--- src/rtl/wb_stage_if.sv ---
// wb_stage_if: MEM/WB bundle into the write-back stage and the register-file
// write port plus debug state coming out of it.
// The optional WB_HIST_EN macro adds the one-deep forwarding history signals.
interface wb_stage_if #(
  parameter int CNT_W = 32
);
  // Control from the pipeline
  logic             stall;
  logic             flush;
  // MEM/WB bundle
  logic             mem_to_reg;
  logic             reg_write_in;
  logic [31:0]      read_data;
  logic [31:0]      address_in;
  logic [4:0]       write_back_destination_in;
  logic [1:0]       load_mode_in;
  // Register-file write port and debug state
  logic [4:0]       write_register;
  logic [31:0]      write_data;
  logic             reg_write_out;
  logic             misalign_err;
  logic [CNT_W-1:0] retired_count;
`ifdef WB_HIST_EN
  // Previous cycle's committed write, for the forwarding unit
  logic [4:0]       hist_dest;
  logic [31:0]      hist_data;
  logic             hist_valid;
`endif

  // Upstream side: the MEM stage / pipeline control drives the bundle
  modport master (
    output stall, flush, mem_to_reg, reg_write_in, read_data, address_in,
           write_back_destination_in, load_mode_in,
`ifdef WB_HIST_EN
    input  hist_dest, hist_data, hist_valid,
`endif
    input  write_register, write_data, reg_write_out, misalign_err, retired_count
  );

  // The write-back stage consumes the bundle and drives the write port
  modport slave (
    input  stall, flush, mem_to_reg, reg_write_in, read_data, address_in,
           write_back_destination_in, load_mode_in,
`ifdef WB_HIST_EN
    output hist_dest, hist_data, hist_valid,
`endif
    output write_register, write_data, reg_write_out, misalign_err, retired_count
  );
endinterface

--- src/rtl/wb_stage.sv ---
// wb_stage: MIPS write-back stage. Aligns and extends loads, selects the
// write-back value, and registers it into the register-file write port with
// one cycle of latency. Also tracks retired writes and a sticky misaligned-load
// flag. Optional macro WB_HIST_EN adds a one-deep committed-write history.
module wb_stage #(
  parameter int               CNT_W        = 32,
  parameter logic [CNT_W-1:0] RESET_PC_TAG = {CNT_W{1'b0}}
) (
  input  logic       CLK,
  input  logic       RST,
  wb_stage_if.slave  bus
);

  // Load alignment result: bit 32 flags a misaligned access, [31:0] is the
  // extended load value. Byte lanes are little-endian by addr[1:0].
  function automatic logic [32:0] align_load(
    input logic [31:0] raw,
    input logic [1:0]  addr_lo,
    input logic [1:0]  mode
  );
    logic [15:0] half_s;
    logic [7:0]  byte_s;
    logic [32:0] res_s;
    half_s = addr_lo[1] ? raw[31:16] : raw[15:0];
    case (addr_lo)
      2'd0:    byte_s = raw[7:0];
      2'd1:    byte_s = raw[15:8];
      2'd2:    byte_s = raw[23:16];
      2'd3:    byte_s = raw[31:24];
      default: byte_s = 8'd0;
    endcase
    case (mode)
      2'b00:   res_s = {(addr_lo != 2'd0), raw};
      2'b01:   res_s = {addr_lo[0], {16{half_s[15]}}, half_s};
      2'b10:   res_s = {1'b0, {24{byte_s[7]}}, byte_s};
      2'b11:   res_s = {1'b0, 24'd0, byte_s};
      default: res_s = 33'd0;
    endcase
    return res_s;
  endfunction

  // Output registers
  logic [4:0]       wr_reg_q,  wr_reg_d;
  logic [31:0]      wr_data_q, wr_data_d;
  logic             wr_en_q,   wr_en_d;
  logic             err_q,     err_d;
  logic [CNT_W-1:0] cnt_q,     cnt_d;
`ifdef WB_HIST_EN
  logic [4:0]       hist_dest_q;
  logic [31:0]      hist_data_q;
  logic             hist_valid_q;
`endif

  // Intermediate combinational signals
  logic [32:0]      align_s;
  logic             misaligned_s;
  logic             live_s;

  // Next-state: value select, write-enable qualification, flag and counter
  always_comb begin
    align_s      = align_load(bus.read_data, bus.address_in[1:0], bus.load_mode_in);
    misaligned_s = 1'b0;
    wr_data_d    = bus.address_in;
    wr_reg_d     = bus.write_back_destination_in;
    if (bus.mem_to_reg) begin
      misaligned_s = align_s[32];
      wr_data_d    = align_s[31:0];
    end else begin
      misaligned_s = 1'b0;
      wr_data_d    = bus.address_in;
    end
    // A flushed instruction is squashed entirely: no write and no error report
    live_s  = bus.reg_write_in & ~bus.flush;
    wr_en_d = live_s & (bus.write_back_destination_in != 5'd0) & ~misaligned_s;
    err_d   = err_q | (live_s & misaligned_s);
    if (wr_en_d) begin
      cnt_d = cnt_q + {{(CNT_W-1){1'b0}}, 1'b1};
    end else begin
      cnt_d = cnt_q;
    end
  end

  // State register: reset beats stall, stall holds everything
  always_ff @(posedge CLK) begin
    if (RST) begin
      wr_reg_q  <= 5'd0;
      wr_data_q <= 32'd0;
      wr_en_q   <= 1'b0;
      err_q     <= 1'b0;
      cnt_q     <= RESET_PC_TAG;
    end else if (!bus.stall) begin
      wr_reg_q  <= wr_reg_d;
      wr_data_q <= wr_data_d;
      wr_en_q   <= wr_en_d;
      err_q     <= err_d;
      cnt_q     <= cnt_d;
    end
  end

`ifdef WB_HIST_EN
  // History register: captures the write currently on the port each live edge
  always_ff @(posedge CLK) begin
    if (RST) begin
      hist_dest_q  <= 5'd0;
      hist_data_q  <= 32'd0;
      hist_valid_q <= 1'b0;
    end else if (!bus.stall) begin
      hist_dest_q  <= wr_reg_q;
      hist_data_q  <= wr_data_q;
      hist_valid_q <= wr_en_q;
    end
  end

  assign bus.hist_dest  = hist_dest_q;
  assign bus.hist_data  = hist_data_q;
  assign bus.hist_valid = hist_valid_q;
`endif

  assign bus.write_register = wr_reg_q;
  assign bus.write_data     = wr_data_q;
  assign bus.reg_write_out  = wr_en_q;
  assign bus.misalign_err   = err_q;
  assign bus.retired_count  = cnt_q;

endmodule

--- src/flat_wrapper.sv ---
// flat-port wrapper written by rule: the top's interface ports become plain ports
module wb_stage_flat 
#(
  parameter int               CNT_W        = 32,
  parameter logic [CNT_W-1:0] RESET_PC_TAG = {CNT_W{1'b0}}
)
  (CLK, RST, bus_stall, bus_flush, bus_mem_to_reg, bus_reg_write_in, bus_read_data, bus_address_in, bus_write_back_destination_in, bus_load_mode_in, bus_write_register, bus_write_data, bus_reg_write_out, bus_misalign_err, bus_retired_count);
  wb_stage_if #(.CNT_W(CNT_W)) bus_i ();
  input  logic CLK;
  input  logic RST;
  input wire logic [$bits(bus_i.stall)-1:0] bus_stall;
  input wire logic [$bits(bus_i.flush)-1:0] bus_flush;
  input wire logic [$bits(bus_i.mem_to_reg)-1:0] bus_mem_to_reg;
  input wire logic [$bits(bus_i.reg_write_in)-1:0] bus_reg_write_in;
  input wire logic [$bits(bus_i.read_data)-1:0] bus_read_data;
  input wire logic [$bits(bus_i.address_in)-1:0] bus_address_in;
  input wire logic [$bits(bus_i.write_back_destination_in)-1:0] bus_write_back_destination_in;
  input wire logic [$bits(bus_i.load_mode_in)-1:0] bus_load_mode_in;
  output wire logic [$bits(bus_i.write_register)-1:0] bus_write_register;
  output wire logic [$bits(bus_i.write_data)-1:0] bus_write_data;
  output wire logic [$bits(bus_i.reg_write_out)-1:0] bus_reg_write_out;
  output wire logic [$bits(bus_i.misalign_err)-1:0] bus_misalign_err;
  output wire logic [$bits(bus_i.retired_count)-1:0] bus_retired_count;
  assign bus_i.stall = bus_stall;
  assign bus_i.flush = bus_flush;
  assign bus_i.mem_to_reg = bus_mem_to_reg;
  assign bus_i.reg_write_in = bus_reg_write_in;
  assign bus_i.read_data = bus_read_data;
  assign bus_i.address_in = bus_address_in;
  assign bus_i.write_back_destination_in = bus_write_back_destination_in;
  assign bus_i.load_mode_in = bus_load_mode_in;
  assign bus_write_register = bus_i.write_register;
  assign bus_write_data = bus_i.write_data;
  assign bus_reg_write_out = bus_i.reg_write_out;
  assign bus_misalign_err = bus_i.misalign_err;
  assign bus_retired_count = bus_i.retired_count;
  wb_stage #(.CNT_W(CNT_W), .RESET_PC_TAG(RESET_PC_TAG)) u_core (.CLK(CLK), .RST(RST), .bus(bus_i));
endmodule
--- config.mk ---
export PLATFORM = sky130hd
export DESIGN_NAME = wb_stage_flat
export DESIGN_NICKNAME = d
export VERILOG_FILES = /design/src/rtl/wb_stage_if.sv /design/src/rtl/wb_stage.sv /design/src/flat_wrapper.sv
export SDC_FILE = /design/constraint.sdc
export NUM_CORES = 1
export LEC_CHECK = 0
export ABC_CLOCK_PERIOD_IN_PS = 4500
export CORE_MARGIN = 5
export CORE_UTILIZATION = 47
export CTS_CLUSTER_SIZE = 25
export DETAILED_ROUTE_END_ITERATION = 10
export PLACE_DENSITY = 0.87
export SLEW_MARGIN = 10
export SYNTH_ARGS = -nofsm -noshare
export SYNTH_HDL_FRONTEND = slang
export SYNTH_SLANG_ARGS = --single-unit
--- constraint.sdc ---
create_clock -name CLK -period 4.5 [get_ports CLK]
set_clock_uncertainty 0.1 [all_clocks]
set_input_delay 0.9 -clock CLK [delete_from_list [all_inputs] [get_ports CLK]]
set_output_delay 0.9 -clock CLK [all_outputs]
set_load 0.02 [all_outputs]
# [After elaboration in Yosys (flattened, before gate mapping)]
# Index checks and enable logic that the tools add are counted.
[totals] output_inout_bits=71 inputBits=77 regBits=71 word_cells=30
[classes] bitwise_logic=8 addsub=1 mux=5 n_eq_ne=6 reduce_logical=5
[op_table] cell="$pmux W33 S4" count=1
[op_table] cell="$add A32 B1 Y32 const B" count=1
[op_table] cell="$mux W32" count=1
[op_table] cell="$pmux W8 S4" count=1
[op_table] cell="$mux W16" count=1
[op_table] cell="$eq A2 B2 Y1 const B" count=4
[op_table] cell="$reduce_bool A5 Y1" count=1
[op_table] cell="$and A1 B1 Y1" count=4
[op_table] cell="$eq A2 B1 Y1 const B" count=2
[op_table] cell="$logic_not A2 Y1" count=2
[op_table] cell="$not A1 Y1" count=3
[op_table] cell="$reduce_and A2 Y1" count=1
[op_table] cell="$reduce_bool A2 Y1" count=1
[op_table] cell="$mux W1" count=1
[op_table] cell="$or A1 B1 Y1" count=1

# [Longest topological paths before layout]
# Gate-level depths: netlist of the first run.
[depth] depth_word=7 depth_mapped=9 depth_no_buf=5

# [Least setup slack after synthesis of the first run]
# No wires, ideal clock.
[synth_timing] path_type="input to register" from="input bus_load_mode_in[0]" to="register u_core.cnt_q[28], in the netlist u_core.bus.retired_count[28]" slack_ns=1.709 t_required_ns=4.329 n_path_buf=3 cell_stages=8 arrival_time_ns=2.620 setup_ns=0.071 path_cell_list="buf_4 -> or2b_1 -> a211oi_1 -> buf_6 -> or4_4 -> buf_6 -> or4_1 -> a21oi_1"
[synth_between] elab_chain_len=6 elab_cells_between_ends=9 cone_classes="eq/ne (3); mux (2); bitwise (2); reduce/logical (2)"
[synth_rtl] element="start, declared" line_no="flat_wrapper.sv:18" source="input wire logic [$bits(bus_i.load_mode_in)-1:0] bus_load_mode_in;"
[synth_rtl] element="$eq A2 B2 Y1, or another cell as far along" line_no="wb_stage.sv:32" source="case (mode)"
[synth_rtl] element="$pmux W33 S4 (*)" line_no="wb_stage.sv:32"
[synth_rtl] element="$mux W1 (*)" line_no="wb_stage.sv:65" source="if (bus.mem_to_reg) begin"
[synth_rtl] element="$not A1 Y1 (*)" line_no="wb_stage.sv:74" source="wr_en_d = live_s & (bus.write_back_destination_in != 5'd0) & ~misaligned_s;"
[synth_rtl] element="$and A1 B1 Y1 (*)" line_no="wb_stage.sv:74"
[synth_rtl] element="$reduce_and A2 Y1 (no source line) (*)"
[synth_rtl] element="end signal, assigned" line_no="wb_stage.sv:96" source="cnt_q <= cnt_d;"
[synth_rtl] element="end, declared" line_no="wb_stage.sv:47" source="logic [CNT_W-1:0] cnt_q, cnt_d;"
# Mark *: on every way between the ends. The rest lies on a longest branch, timed or not.
# A chain may end at the register's enable or synchronous reset.

# [Worst setup path in the final report of the first run]
[layout_timing] from="input bus_load_mode_in[0]" to="register u_core.cnt_q[21], in the netlist u_core.bus.retired_count[21]"
# The elaborated chain is that of the path after synthesis.

==> flow_metrics.env, run 1 <==
export IMPL_cts_sinks=71
export IMPL_path_max_fanout=21
export IMPL_place_congestion=0.878
export IMPL_max_cap_violations=0
export IMPL_numPortBuffers=147
export IMPL_vias=3987
export IMPL_seq_area_mm2=0.00142
export IMPL_min_path_type="flip-flop to flip-flop"
export IMPL_r2r_cells=5
export IMPL_final_antenna_net_count=0
export IMPL_drc=0
export IMPL_wl_per_cell_um=16.2
export IMPL_cts_hold_buffers=0
export IMPL_synth_edf_count=0
export IMPL_hold_violations=0
export IMPL_drv_slew=0
export IMPL_clk_pin_slew_ns=0.08
export IMPL_wl_um=11400
export IMPL_powerDensity_mw_per_mm2=293
export IMPL_yosysUniqueCellTypes=48
export IMPL_ys_top_cells_by_area="dfxtp_1 (39%), o21ai_0 (7.5%), a21oi_1 (7.3%)"
export IMPL_tritoncts="yes"
export IMPL_synth_area_mm2=0.00361
export IMPL_clk_insertion_delay_late_ns=0.34
export IMPL_holdWs_ns=0.338
export IMPL_placedCellCount=685
export IMPL_yosysTopAreaCell="dfxtp_1"
export IMPL_grt_use_total_pct=22.8
export IMPL_root_buffer="clkbuf_8"
export IMPL_fp_coreArea_mm2=0.00761
export IMPL_crit_arrival_ns=3.49
export IMPL_rows=32
export IMPL_status="finished clean"
export IMPL_dieArea_mm2=0.00953
export IMPL_fin_crit_ns=3.32
export IMPL_relSlewSlack_pct=37.9
export IMPL_postLayoutCoreUtil_pct=70.6
export IMPL_fin_crit_sh_pct=73.7
export IMPL_final_setup_viol_count=0
export IMPL_synthTopCellsByCount="dfxtp_1 (71), nand2_1 (55), o21ai_0 (54)"
export IMPL_dieHeight_um=97.6
export IMPL_ys_warn_count=0
export IMPL_synth_avg_cell_area_um2=7.83
export IMPL_io_pins=148
export IMPL_synth_flop_cell="dfxtp_1"
export IMPL_h_tree_depth=3
export IMPL_holdPathStages=2
export IMPL_layout_drive_gt1_share_pct=5.83
export IMPL_first_iter_violations=179
export IMPL_cts_resized_gates=0
export IMPL_cp_required_ns=4.67
export IMPL_numCtsBuffers=9
export IMPL_routed_via_density=5.68
export IMPL_setup_tns_ns=0
export IMPL_cts_setup_buffers=0
export IMPL_grt_overflow_total=0
export IMPL_start_util_pct=47.5
export IMPL_peakVddDrop_mv=0.292
export IMPL_antenna_found_initial=0
export IMPL_final_cells=702
export IMPL_synth_fp_nets=539
export IMPL_die_w_um=97.6
export IMPL_multi_input_area_mm2=0.00199
export IMPL_dpl_hpwl_um=8510
export IMPL_yosysSeqAreaShare_pct=39.4
export IMPL_clockBufferDepth=2
export IMPL_netlist_area_leader_share_pct=39.4
export IMPL_endpoint_kind="flip-flop"
export IMPL_cp_start_kind="input pin"
export IMPL_grt_max_degree=53
export IMPL_grt_pass1_wl_um=18000
export IMPL_first_pass_iters=5
export IMPL_async_flop_share_pct=0
export IMPL_synth_most_common_cell="dfxtp_1"
export IMPL_worst_pin_slew_ns=0.932
export IMPL_syn_inst=461
export IMPL_power_leakage_nw=1.87
export IMPL_n_fill_cell=597
export IMPL_criticalPathCategory="input pin to flip-flop"
export IMPL_area_growth_pct=48.7
export IMPL_num_nets_final=673
export IMPL_synth_seq_cells=71
export IMPL_first_global_vias=3844
export IMPL_antennaDiodeCount=0
export IMPL_rsz0062_at_grt="no"
export IMPL_fin_total_pwr_mw=1.57
export IMPL_clock_fmax_mhz=301
[logic make-up (layout without fill, tap and decap cells)]
group,Yosys count,after routing,synth area share (%)
AOI/OAI and AO/OA,148,148,24.2
buffers and inverters,46,185,5.44
muxes,19,19,5.75
xor gates and xnor gates,9,9,2.18
DFF,71,71,39.4
adders and majority gates,1,1,0.347
and+or+nand+nor,167,167,22.7
[metrics by stage]
stage / cell area (µm²) / setup slack (ns)
2_1_floorplan: 3610 / 1.71
3_3_place_gp: 5120 / 0.910
3_5_place_dp: 5120 / 0.848
4_1_cts: 5360 / 1.20
5_1_grt: 5370 / 1.05
6_report: 5370 / 1.18
[layout by cell type (no fill, tap or decap), drive strengths merged, types with 9 or more instances in the layout]
master	synthesis	layout
a21oi	53	53
o21ai	54	54
mux2i	14	14
nand3	12	12
clkdlybuf4s50	0	146
clkbuf	24	9
inv	13	14
buf	9	10
nor2	39	39
or3	10	10
dfxtp	71	71
nand2	55	55
or4	14	14
o31ai	12	12
[layout make-up]
cell class / count / area share [%]
inverters: 13 / 0.909
repair buffers: 156 / 28.6
clock buffers: 9 / 2.31
well taps: 102 / 2.38
clock inverters: 7 / 2.24
multi-input cells: 344 / 37.1
flip-flops and latches: 71 / 26.5
[per-layer routing]
layer	track usage, %	vias up	share of wire (%)
met5	0	-	0
met4	7.99	0	2.0
met3	8.69	21	11
met2	39.7	203	49
met1	25.3	1818	38
li1	-	1945	-
[registers in the layout, summed over array words and instances, names as in the netlist]
| signal | count |
|---|---|
| u_core.bus.reg_write_out | 1 |
| u_core.bus.write_register | 5 |
| u_core.bus.write_data | 32 |
| u_core.bus.misalign_err | 1 |
| u_core.bus.retired_count | 32 |
[power breakdown]
part | leakage [nW] | internal [mW] | total (mW) | switching, mW
clock network | 0.120 | 0.370 | 0.626 | 0.256
registers | 0.580 | 0.653 | 0.667 | 0.0137
logic | 1.17 | 0.144 | 0.281 | 0.137
total | 1.87 | 1.17 | 1.57 | 0.407
[worst paths after layout]
check                           slack (ns)                      endpoint                        start
worst max-delay path                  1.18  u_core.bus.retired_count[21]          bus_load_mode_in[0]
worst min-delay path                  0.34      u_core.bus.write_data[9]     u_core.bus.write_data[9]
worst max register to register        1.98  u_core.bus.retired_count[21]  u_core.bus.retired_count[2]
worst min register to register        0.34      u_core.bus.write_data[9]     u_core.bus.write_data[9]
[worst max-delay path: stages]
cell,delay [ns]
clkdlybuf4s50_1,0.64
or2b_1,0.15
a211oi_1,0.07
buf_4,0.19
or4_1,0.82
or4_1,0.57
a21oi_1,0.15
Power figures use the tool's default switching activity.
==> inputs of run 2 (changes only) <==
--- a/config.mk
+++ b/config.mk
@@ -5,12 +5,12 @@
 export SDC_FILE = /design/constraint.sdc
 export NUM_CORES = 1
 export LEC_CHECK = 0
-export ABC_CLOCK_PERIOD_IN_PS = 4500
+export ABC_CLOCK_PERIOD_IN_PS = 2850
 export CORE_MARGIN = 5
-export CORE_UTILIZATION = 47
+export CORE_UTILIZATION = 39
 export CTS_CLUSTER_SIZE = 25
 export DETAILED_ROUTE_END_ITERATION = 10
-export PLACE_DENSITY = 0.87
+export PLACE_DENSITY = 0.77
 export SLEW_MARGIN = 10
 export SYNTH_ARGS = -nofsm -noshare
 export SYNTH_HDL_FRONTEND = slang
==> constraint.sdc (replaced) <==
create_clock -name CLK -period 2.85 [get_ports CLK]
set_clock_uncertainty 0.1 [all_clocks]
set_input_delay 0.57 -clock CLK [delete_from_list [all_inputs] [get_ports CLK]]
set_output_delay 0.57 -clock CLK [all_outputs]
set_load 0.02 [all_outputs]
==> run 2 against run 1 <==
Effect of this change:
- sequential power is 57% higher
- first-iteration DRC count is 1.1% higher
- die area is 18% higher
- routed wire length is 5.2% higher
- clock power is 46% higher
- critical endpoint is now u_core.bus.retired_count[30]
- cell count is 3.4% higher
- largest power group unchanged
- flip-flop and latch count stayed put
- count of clock-buffer cells in the layout is 2 higher
- setup slack worse by 0.92 ns
- via count is 1.6% higher
==> flow_metrics.env, run 2 (same netlist as run 1, synthesis figures left out) <==
export IMPL_stdcell_area_mm2=0.00547
export IMPL_max_cap_violations=0
export IMPL_place_congestion=0.827
export IMPL_clockBufferDepth=2
export IMPL_rrSetupSlack_ns=0.54
export IMPL_cts_setup_buffers=0
export IMPL_worst_pin_slew_ns=0.800
export IMPL_multi_input_area_mm2=0.00199
export IMPL_r2r_start="u_core.bus.retired_count[2]"
export IMPL_drc=0
export IMPL_routed_via_density=5.58
export IMPL_path_max_fanout=16
export IMPL_status="finished clean"
export IMPL_clock_fmax_mhz=386
export IMPL_final_common_cell="clkdlybuf4s50_1"
export IMPL_dieArea_mm2=0.0113
export IMPL_criticalPathCategory="input pin to flip-flop"
export IMPL_grt_pass1_wl_um=19600
export IMPL_clk_pin_slew_ns=0.08
export IMPL_first_pass_iters=5
export IMPL_placedCellCount=710
export IMPL_cp_required_ns=3.02
export IMPL_cp_start_kind="input pin"
export IMPL_layout_drive_gt1_share_pct=8.13
export IMPL_crit_end="u_core.bus.retired_count[30]"
export IMPL_crit_arrival_ns=2.75
export IMPL_crit_start="bus_reg_write_in"
export IMPL_wl_per_cell_um=16.5
export IMPL_h_tree_depth=3
export IMPL_peakVddDrop_mv=0.291
export IMPL_grt_overflow_total=0
export IMPL_hold_violations=0
export IMPL_num_nets_final=688
export IMPL_wl_um=12000
export IMPL_dieHeight_um=106
export IMPL_relSlewSlack_pct=46.6
export IMPL_dpl_hpwl_um=9100
export IMPL_area_growth_pct=51.6
export IMPL_final_cell_mix="clkdlybuf4s50_1 (146), dfxtp_1 (71), nand2_1 (55)"
export IMPL_tritoncts="yes"
export IMPL_start_util_pct=39.4
export IMPL_seq_area_mm2=0.00142
export IMPL_grt_use_total_pct=21.5
export IMPL_endpoint_kind="flip-flop"
export IMPL_numPortBuffers=147
export IMPL_power_leakage_nw=1.93
export IMPL_fin_total_pwr_mw=2.43
export IMPL_root_buffer="clkbuf_8"
export IMPL_r2r_end="u_core.bus.retired_count[31]"
export IMPL_vias=4051
export IMPL_fin_crit_ns=2.59
export IMPL_first_global_vias=4051
export IMPL_rsz0062_at_grt="no"
export IMPL_die_w_um=106
export IMPL_antenna_found_initial=0
export IMPL_cts_sinks=71
export IMPL_r2r_cells=6
export IMPL_first_iter_violations=181
export IMPL_n_fill_cell=824
export IMPL_final_setup_viol_count=0
export IMPL_cts_resized_gates=0
export IMPL_rows=35
export IMPL_numCtsBuffers=9
export IMPL_io_pins=148
export IMPL_clk_insertion_delay_late_ns=0.35
export IMPL_antennaDiodeCount=0
export IMPL_fin_crit_sh_pct=90.8
export IMPL_fp_coreArea_mm2=0.00915
export IMPL_final_cells=726
export IMPL_final_antenna_net_count=0
export IMPL_powerDensity_mw_per_mm2=443
export IMPL_holdWs_ns=0.342
export IMPL_drv_slew=0
export IMPL_cts_hold_buffers=0
export IMPL_place_area_mm2=0.00525
export IMPL_grt_max_degree=52
export IMPL_min_path_type="flip-flop to flip-flop"
[run 2: cell types whose count changed in the layout (fill, tap and decap cells not counted)]
cell / delta
bufinv_16: -1
clkbuf_8: +1
nor2_2: +1
buf_4: +15
inv_6: -1
nor2_1: -1
clkbuf_1: +1
[run 2: report_power, final]
group	leakage, nW	switching, mW	internal, mW
combinational	1.24	0.222	0.235
sequential	0.580	0.0216	1.03
clock	0.110	0.399	0.517
total	1.93	0.643	1.78
[run 2: per-layer routing]
layer | vias to the layer above | share of wire [%] | GRT usage [%]
met5 | - | 0 | 0
met4 | 0 | 3.2 | 9.99
met3 | 27 | 10 | 7.65
met2 | 188 | 47 | 35.8
met1 | 1863 | 39 | 24.5
li1 | 1973 | - | -
[run 2: how the worst min path moves through the flow]
stage	to	depth (start not counted)	start
6_report	u_core.bus.write_data[9]	2	u_core.bus.write_data[9]
3_5_place_dp	u_core.bus.write_data[9]	2	u_core.bus.write_data[9]
2_1_floorplan	u_core.bus.write_data[11]	2	u_core.bus.write_data[11]
4_1_cts	u_core.bus.write_data[9]	2	u_core.bus.write_data[9]
5_1_grt	u_core.bus.write_data[9]	2	u_core.bus.write_data[9]
3_3_place_gp	u_core.bus.write_data[11]	2	u_core.bus.write_data[11]
[run 2: through the flow]
stage                     worst slack (ns)  TNS [ns]  util [%]
final                                0.262         0      59.8
after global routing                 0.139         0      59.8
after CTS                            0.269         0      59.8
after detailed placement           -0.0832    -0.631      57.3
after global placement             -0.0367    -0.167      57.3
after floorplan                      0.389         0         -
[run 2: worst max-delay path, stage by stage]
cell	delay (ns)
clkdlybuf4s50_1	0.49
nor3b_1	0.25
buf_4	0.16
nand2_1	0.04
or4_4	0.52
or4_1	0.54
a21oi_1	0.18
[run 2: layout make-up]
cell class                 instances  area share [%]
multi-input combinational        344            36.4
tap                              111            2.54
inverter                          13           0.892
timing repair buffer             171            30.1
clock inverter                     5            1.49
sequential                        71            26.0
clock buffer                      11            2.58
==> inputs of run 3 (changes only) <==
--- a/config.mk
+++ b/config.mk
@@ -10,6 +10,7 @@
 export CORE_UTILIZATION = 39
 export CTS_CLUSTER_SIZE = 25
 export DETAILED_ROUTE_END_ITERATION = 10
+export GPL_ROUTABILITY_DRIVEN = 0
 export PLACE_DENSITY = 0.77
 export SLEW_MARGIN = 10
 export SYNTH_ARGS = -nofsm -noshare
==> results of run 3 <==
The final DEF is identical to that of run 2; final timing and power are the same.
